--- src/rtl/fork_join_pkg.sv ---
// Shared types for the fork/join sequencer: controller states and join modes.
package fork_join_pkg;

  localparam int unsigned FJ_ST_W = 3;

  typedef enum logic [FJ_ST_W-1:0] {
    IDLE  = 3'd0,
    FORK  = 3'd1,
    WAIT  = 3'd2,
    POST  = 3'd3,
    WPOST = 3'd4,
    DONE  = 3'd5
  } fj_state_e;

  typedef enum logic {
    JOIN_ALL = 1'b0,
    JOIN_ANY = 1'b1
  } fj_mode_e;

  // States in which branch completion pulses are recorded.
  function automatic logic fj_capture_state(input fj_state_e s);
    return (s == FORK) || (s == WAIT) || (s == POST) || (s == WPOST);
  endfunction

endpackage

--- src/rtl/fj_first_pick.sv ---
// Lowest-index priority encoder: picks the first set request bit and flags
// whether any bit is set.
module fj_first_pick #(
  parameter  int unsigned N    = 2,
  localparam int unsigned ID_W = $clog2(N)
) (
  input  logic [N-1:0]    req,
  output logic [ID_W-1:0] idx_c,
  output logic            valid_c
);

  // Scan from the top so the lowest set index is the last one written.
  always_comb begin
    idx_c   = '0;
    valid_c = 1'b0;
    for (int i = N - 1; i >= 0; i--) begin
      if (req[i]) begin
        idx_c   = ID_W'(i);
        valid_c = 1'b1;
      end
    end
  end

endmodule

--- src/rtl/fork_join_ctrl.sv ---
// Fork/join sequencer: launches N_BR branches, joins on all/any, then runs a
// post job. Optional WAIT timeout is built when FJ_TIMEOUT_EN is defined.
module fork_join_ctrl
  import fork_join_pkg::*;
#(
  parameter  int unsigned N_BR    = 2,
  parameter  int unsigned CNT_W   = 16,
  parameter  int unsigned TMO_CYC = 1000,
  localparam int unsigned ID_W    = $clog2(N_BR)
) (
  input  logic             clk,
  input  logic             rst,
  input  logic             cmd_valid,
  output logic             cmd_ready,
  input  logic             cmd_mode,
  output logic [N_BR-1:0]  br_start,
  input  logic [N_BR-1:0]  br_done,
  output logic             post_start,
  input  logic             post_done,
  output logic             busy,
  output logic [ID_W-1:0]  first_id,
  output logic [N_BR-1:0]  done_mask,
  output logic [CNT_W-1:0] elapsed,
`ifdef FJ_TIMEOUT_EN
  output logic             timeout,
`endif
  output logic             cmp_valid
);

  if (N_BR < 2 || N_BR > 8 || TMO_CYC == 0) begin : g_cfg_err
    $error("fork_join_ctrl: unsupported parameter set");
  end

`ifdef FJ_TIMEOUT_EN
  localparam int unsigned TMO_W = $clog2(TMO_CYC + 1);
`endif

  fj_state_e        state_q, state_d;
  fj_mode_e         mode_q, mode_d;
  logic [N_BR-1:0]  done_mask_q, done_mask_d;
  logic [ID_W-1:0]  first_id_q, first_id_d;
  logic [CNT_W-1:0] elapsed_q, elapsed_d;
  logic             post_seen_q, post_seen_d;
  logic             cmd_ready_q, cmd_ready_d;
  logic [N_BR-1:0]  br_start_q, br_start_d;
  logic             post_start_q, post_start_d;
  logic             busy_q, busy_d;
  logic             cmp_valid_q, cmp_valid_d;
`ifdef FJ_TIMEOUT_EN
  logic [TMO_W-1:0] tmo_cnt_q, tmo_cnt_d;
  logic             timeout_q, timeout_d;
`endif

  logic [N_BR-1:0]  mask_cap_c;
  logic [ID_W-1:0]  pick_idx_c;
  logic             pick_valid_c;
  logic             join_hit_c;
  logic             all_done_c;

  function automatic logic [CNT_W-1:0] sat_inc(input logic [CNT_W-1:0] v);
    return (&v) ? v : v + CNT_W'(1);
  endfunction

  // Done mask including this cycle's pulses; join decisions look at this.
  assign mask_cap_c = fj_capture_state(state_q) ? (done_mask_q | br_done) : done_mask_q;
  assign all_done_c = &mask_cap_c;
  assign join_hit_c = (mode_q == JOIN_ALL) ? all_done_c : (|mask_cap_c);

  fj_first_pick #(.N(N_BR)) u_first_pick (
    .req     (mask_cap_c),
    .idx_c   (pick_idx_c),
    .valid_c (pick_valid_c)
  );

  always_comb begin
    state_d     = state_q;
    mode_d      = mode_q;
    done_mask_d = mask_cap_c;
    first_id_d  = first_id_q;
    elapsed_d   = elapsed_q;
    post_seen_d = post_seen_q;
`ifdef FJ_TIMEOUT_EN
    tmo_cnt_d   = tmo_cnt_q;
    timeout_d   = timeout_q;
`endif

    // Latch the winner only on the cycle the mask leaves zero.
    if ((done_mask_q == '0) && pick_valid_c) begin
      first_id_d = pick_idx_c;
    end

    unique case (state_q)
      IDLE: begin
        if (cmd_valid) begin
          state_d     = FORK;
          mode_d      = fj_mode_e'(cmd_mode);
          done_mask_d = '0;
          first_id_d  = '0;
          elapsed_d   = '0;
          post_seen_d = 1'b0;
`ifdef FJ_TIMEOUT_EN
          timeout_d   = 1'b0;
`endif
        end
      end
      FORK: begin
        elapsed_d = sat_inc(elapsed_q);
        state_d   = WAIT;
`ifdef FJ_TIMEOUT_EN
        tmo_cnt_d = '0;
`endif
      end
      WAIT: begin
        elapsed_d = sat_inc(elapsed_q);
        if (join_hit_c) begin
          state_d = POST;
        end
`ifdef FJ_TIMEOUT_EN
        else if (tmo_cnt_q == TMO_W'(TMO_CYC - 1)) begin
          state_d   = DONE;
          timeout_d = 1'b1;
        end else begin
          tmo_cnt_d = tmo_cnt_q + TMO_W'(1);
        end
`endif
      end
      POST: begin
        state_d = WPOST;
      end
      WPOST: begin
        // Hold here until the post job and every branch have reported.
        if (post_done) begin
          post_seen_d = 1'b1;
        end
        if ((post_seen_q || post_done) && all_done_c) begin
          state_d = DONE;
        end
      end
      DONE: begin
        state_d = IDLE;
      end
      default: begin
        state_d = IDLE;
      end
    endcase

    cmd_ready_d  = (state_d == IDLE);
    br_start_d   = {N_BR{state_d == FORK}};
    post_start_d = (state_d == POST);
    busy_d       = (state_d != IDLE);
    cmp_valid_d  = (state_d == DONE);
  end

  always_ff @(posedge clk) begin
    if (rst) begin
      state_q      <= IDLE;
      mode_q       <= JOIN_ALL;
      done_mask_q  <= '0;
      first_id_q   <= '0;
      elapsed_q    <= '0;
      post_seen_q  <= 1'b0;
      cmd_ready_q  <= 1'b1;
      br_start_q   <= '0;
      post_start_q <= 1'b0;
      busy_q       <= 1'b0;
      cmp_valid_q  <= 1'b0;
`ifdef FJ_TIMEOUT_EN
      tmo_cnt_q    <= '0;
      timeout_q    <= 1'b0;
`endif
    end else begin
      state_q      <= state_d;
      mode_q       <= mode_d;
      done_mask_q  <= done_mask_d;
      first_id_q   <= first_id_d;
      elapsed_q    <= elapsed_d;
      post_seen_q  <= post_seen_d;
      cmd_ready_q  <= cmd_ready_d;
      br_start_q   <= br_start_d;
      post_start_q <= post_start_d;
      busy_q       <= busy_d;
      cmp_valid_q  <= cmp_valid_d;
`ifdef FJ_TIMEOUT_EN
      tmo_cnt_q    <= tmo_cnt_d;
      timeout_q    <= timeout_d;
`endif
    end
  end

  assign cmd_ready  = cmd_ready_q;
  assign br_start   = br_start_q;
  assign post_start = post_start_q;
  assign busy       = busy_q;
  assign first_id   = first_id_q;
  assign done_mask  = done_mask_q;
  assign elapsed    = elapsed_q;
  assign cmp_valid  = cmp_valid_q;
`ifdef FJ_TIMEOUT_EN
  assign timeout    = timeout_q;
`endif

endmodule

--- config.mk ---
export PLATFORM = sky130hd
export DESIGN_NAME = fork_join_ctrl
export DESIGN_NICKNAME = d
export VERILOG_FILES = /design/src/rtl/fork_join_pkg.sv /design/src/rtl/fj_first_pick.sv /design/src/rtl/fork_join_ctrl.sv
export SDC_FILE = /design/constraint.sdc
export NUM_CORES = 1
export LEC_CHECK = 0
export ABC_AREA = 1
export CAP_MARGIN = 20
export CORE_MARGIN = 1.5
export CORE_UTILIZATION = 54
export CTS_BUF_LIST = sky130_fd_sc_hd__clkbuf_8 sky130_fd_sc_hd__clkbuf_16
export DETAILED_ROUTE_END_ITERATION = 12
export PLACE_DENSITY = 0.84
export SYNTH_ARGS = -nofsm -noshare
export SYNTH_HDL_FRONTEND = slang
export SYNTH_HIERARCHICAL = 1
export SYNTH_SLANG_ARGS = --single-unit
--- constraint.sdc ---
create_clock -name clk -period 3.3 [get_ports clk]
set_clock_uncertainty 0.1 [all_clocks]
set_input_delay 0.66 -clock clk [delete_from_list [all_inputs] [get_ports clk]]
set_output_delay 0.66 -clock clk [all_outputs]
set_load 0.02 [all_outputs]
# After elaboration in Yosys (flattened, before gate mapping)
# Index checks and enable logic that the tools add are counted.
# Widths: inputs -> output; s select.
# word_totals
reg_bits	29
elab_cells	62
inputBits	7
# classes
addsub	1
muxes	20
reduce_logical	19
eq_ne	10
bitwise_logic	1
# op_table
cell	n
$mux 16	2
$pmux 16 s2	1
$add 16x1->16 const B	1
$reduce_and 16->1	1
$pmux 3 s5	1
$eq 3x2->1 const B	3
$mux 1	9
$mux 3	3
$eq 3x1->1 const B	2
$eq 3x3->1 const B	2
$logic_not 3->1	2
$mux 2	3
$ne 2x2->1 const B	3
$reduce_and 3->1	2
$logic_or 1x1->1	4
$reduce_and 2->1	2
$reduce_bool 2->1	2
$reduce_or 2->1	2
$reduce_bool 3->1	1
$logic_and 1x1->1	2
$logic_not 2->1	1
$or 2x2->2	1
$pmux 1 s2	1

# Depth between registers and ports, before layout
# depth
ltp_word	11
ltp_mapped	11
mapped_depth_nobuf	11

# Cells and area by module
# The synthesis kept the hierarchy.
# by_module_without_submodules
mod	seq_area_each_um2	cells_each	area_per_inst_um2	instances
fork_join_ctrl	580.6	230	1531.5	1
fj_first_pick	0.0	4	15.0	1

# Least setup slack after synthesis
# Ideal clock, no wire load.
# synth_timing
path_type	register -> register
start	register elapsed_q[0], in the netlist elapsed[0]
end	register elapsed_q[9], in the netlist elapsed[9]
setup_slack_ps	1556
required_ps	3072
synth_period_minus_slack_ps	1744
arrival_ps	1517
n_path_buf	1
setup_ps	128
stages_incl_launch_ff	12
path_cell_list	dfxtp_1 > ha_1 > nand2_1 > inv_1 > nand2_1 > nor2_4 > nand4_2 > nand2_2 > buf_6 > nor2_1 > a21oi_2 > nor2_1
# synth_between
elab_chain_len	3
elab_cells_between_ends	6
# synth_lines
item	line_no	text
from (decl)	fork_join_ctrl.sv:42	logic [CNT_W-1:0] elapsed_q, elapsed_d;
from (signal assigned)	fork_join_ctrl.sv:176	elapsed_q <= elapsed_d;
$add 16x1->16 / $reduce_and 16->1 (equally long branches)	fork_join_ctrl.sv:61	return (&v) ? v : v + CNT_W'(1);
$mux 16 / $ne 2x2->1 (equally long branches)	n/a	
$pmux 16 s2 / $reduce_and 3->1 (equally long branches)	n/a	
# Parallel ways exist; a longest one is shown, timed or not. The select of a mux whose other input is x is not followed.
# A chain may end at the register's enable or synchronous reset.

# Final worst setup path
# layout_timing
start	register elapsed_q[0], in the netlist elapsed[0]
end	output elapsed[0]
# layout_lines
item	line_no	text
to (decl)	fork_join_ctrl.sv:23	output logic [CNT_W-1:0] elapsed,
# No word-level cell between the ends.

==> metrics.md <==
| Metric | Value |
|---|---|
| Status | `finished, final reports clean` |
| Max-cap violation count | `0` |
| Hpwl dp | `2450 microns` |
| Routability cong. | `0.841` |
| Drt via density | `5.31` |
| Share of post-route cells with drive strength above 1 | `0.0858` |
| WL final | `3540 microns` |
| WP data arrival | `1.39 ns` |
| CTS root buf | `clkbuf_8` |
| Grt peak-use layer | `met1` |
| Min Tclk post-route | `2.15 ns` |
| Crit path max-delay family | `buffers and inverters` |
| Final Hold Slack | `~0.36 ns` |
| Hold/Removal Path Class | `reg -> reg` |
| Global-route met3 utilization | `0.0507` |
| Initial antenna violation count | `0` |
| Top cells by area, synth | `dfxtp_1 (38%), nand2_1 (15%), nor2_1 (8.5%)` |
| Clk sinks | `29` |
| Vias in the first global route | `1394` |
| All-Layer GR Usage | `0.249` |
| DIE WIDTH | `between 50 and 60 microns` |
| ANT nets after route | `0` |
| Crit path cell chain | `clkdlybuf4s50_1` |
| Initial DRC Count | `88` |
| Crit path required time | `2.54 ns` |
| Post-route DRC | `0` |
| CP max FO | `6` |
| Count of final setup violators | `0` |
| Yosys warning total | `6` |
| Via Count | `1589` |
| Crit share post-route | `0.650` |
| RSZ-0062 raised after global routing | `false` |
| Critical Path Max Stage Delay | `0.65 ns` |
| Final Hold Viols | `0` |
| Post-CTS Resized | `0` |
| Area Overhead vs Synth | `27.5%` |
| Starting density of the core | `0.566` |
| Core area | `2730 sq um` |
| Met1 usage | `0.354` |
| Number of diodes | `0` |
| Row cnt | `19` |
| Slew Viols, Final | `0` |
| CTS tree | `built` |
| Post-Synthesis Cells | `234` |
| Nets | `276` |
| Setup TNS | `0 ns` |
| Lkg Pwr | `0.777 nW` |
| Post-synth top area share | `0.375` |
| Slew @ Worst Pin | `0.606 ns` |
| I/O pin total | `32` |
| Num CTS Buffers | `5` |
| Relative slew slack | `0.595` |
| Pin count of the biggest net entering global routing | `22` |
| Post-Syn Area | `between 1500 and 2000 sq um` |
| Worst-skew pair later-pin latency | `approximately 0.29 ns` |
| Avg Cell Area, Syn | `between 6 and 7 sq um` |
| Post-synthesis register bit count | `29` |
| Overflow after GRT | `0` |
| Met2 usage | `0.347` |
| Die height | `56.5 microns` |
| Post-CTS Hold Buffers | `0` |
| Worst vdd ir | `0.568 mV` |
| Port Buffers | `31` |
| H-tree depth | `2` |
| Crit path buffers/inverters | `1` |
| Synth Net Count | `242` |
| Fmax | `466 MHz` |
| Pwr dens | `between 400 and 500 nW/um^2` |
| Startpoint types | `flop` |
| Synth area leader | `dfxtp_1` |
| Critical path type | `reg -> out` |
| Number of setup buffers added after CTS | `0` |
| Wirelength per Cell | `11.8 microns` |
| Slowest CP cell | `clkdlybuf4s50_1` |
| Crit. End Element | `output port` |
| Sequential share of the synthesized area | `0.375` |
| Unique cell type count in the Yosys netlist | `26` |
| First-pass GRT wire length | `roughly 6100 microns` |
| Drt pass-1 iters | `5` |
| Die Area | `3190 sq um` |
| Clock-pin slew on the worst setup and hold paths | `0.06 ns` |
| Max Root-Sink Buffers | `2` |
-- per-stage QoR --
step                      total power [mW]   util  setup slack (ns)  instance area (sq um)  instances
after detailed placement             0.507  0.683              1.04                   1870        292
after global routing                 0.890  0.721             0.887                   1970        299
final                                0.855  0.721              1.15                   1970        299
after floorplan                      0.469      -              1.56                   1550        234
after global placement               0.506  0.683              1.04                   1870        292
after CTS                            0.859  0.721              1.15                   1970        299
-- worst reg2reg max path: cells and delay by family (launching register included) --
kind	cells	cell delay (ns)
adders and majority gates	1	0.23
buffers and inverters	2	0.28
DFF	1	0.45
and+or+nand+nor	8	0.98
-- registers in the layout (all words and copies together), names as in the netlist --
register     cells
state_q          3
br_start         1
mode_q           1
done_mask        2
cmp_valid        1
elapsed         16
post_seen_q      1
cmd_ready        1
busy             1
first_id         1
post_start       1
-- synth_stat cells (all sizes together) --
cell type / count
o21bai: 1
ha: 1
inv: 30
clkbuf: 2
nor2: 38
buf: 4
nand3: 22
a21oi: 17
xor2: 1
xnor2: 1
and2: 1
o22ai: 1
a22oi: 1
nor3: 8
dfxtp: 29
or2: 1
nand2: 62
nand4: 7
o21ai: 7
-- layout by cell type (no fill, tap or decap) --
master / netlist / final
dfxtp_1: 29 / 29
nand2_1: 60 / 60
xnor2_1: 1 / 1
nand2_2: 2 / 2
or2_2: 1 / 1
inv_2: 1 / 1
clkinv_2: 0 / 1
o21ai_0: 7 / 7
xor2_1: 1 / 1
clkbuf_8: 0 / 5
clkdlybuf4s50_1: 0 / 31
nor2_1: 35 / 35
a22oi_2: 1 / 1
inv_1: 29 / 29
a21oi_1: 12 / 12
nand4_2: 1 / 1
o21bai_1: 1 / 1
o22ai_1: 1 / 1
ha_1: 1 / 1
buf_4: 1 / 2
and2_1: 1 / 1
bufinv_16: 0 / 1
nand3_1: 22 / 22
nor2_4: 3 / 3
a21oi_2: 5 / 5
nand4_1: 6 / 6
nor3_1: 8 / 8
-- cell families after synthesis --
kind of cell | synth area share
adder cells (fa/ha/maj) | 0.00809
flip-flops | 0.375
AND/OR/NAND/NOR | 0.398
XOR/XNOR | 0.0113
AO/OA/AOI/OAI | 0.107
buffers and inverters | 0.100
-- final cells by class --
class / instances / area [sq um]
Clock buffer: 5 / 68.8
Tap cell: 31 / 38.8
Multi-Input combinational cell: 169 / 811
Timing Repair Buffer: 33 / 325
Fill cell: 232 / 762
Sequential cell: 29 / 581
Inverter: 30 / 113
Clock inverter: 2 / 35.0
-- worst paths after layout --
path / start / cells after the start / slack (ns) / to
worst min-delay path: mode_q$_SDFFE_PP0P_ / 2 / 0.36 / mode_q$_SDFFE_PP0P_
worst min register to register: mode_q$_SDFFE_PP0P_ / 2 / 0.36 / mode_q$_SDFFE_PP0P_
worst max register to register: elapsed[0]$_SDFFE_PP0P_ / 11 / 1.20 / elapsed[15]$_SDFFE_PP0P_
worst max-delay path: elapsed[0]$_SDFFE_PP0P_ / 1 / 1.15 / elapsed[0]
-- power breakdown --
| group | internal (mW) | switching (mW) | total (mW) |
|---|---|---|---|
| sequential | 0.364 | 0.0105 | 0.374 |
| combinational | 0.0462 | 0.0807 | 0.127 |
| clock | 0.219 | 0.135 | 0.354 |
-- per-layer routing --
layer,wire length [microns],share of wire
met5,0,0
met4,79,0.022
met3,210,0.059
met2,1550,0.44
met1,1700,0.48
(Power assumes the default switching activity.)
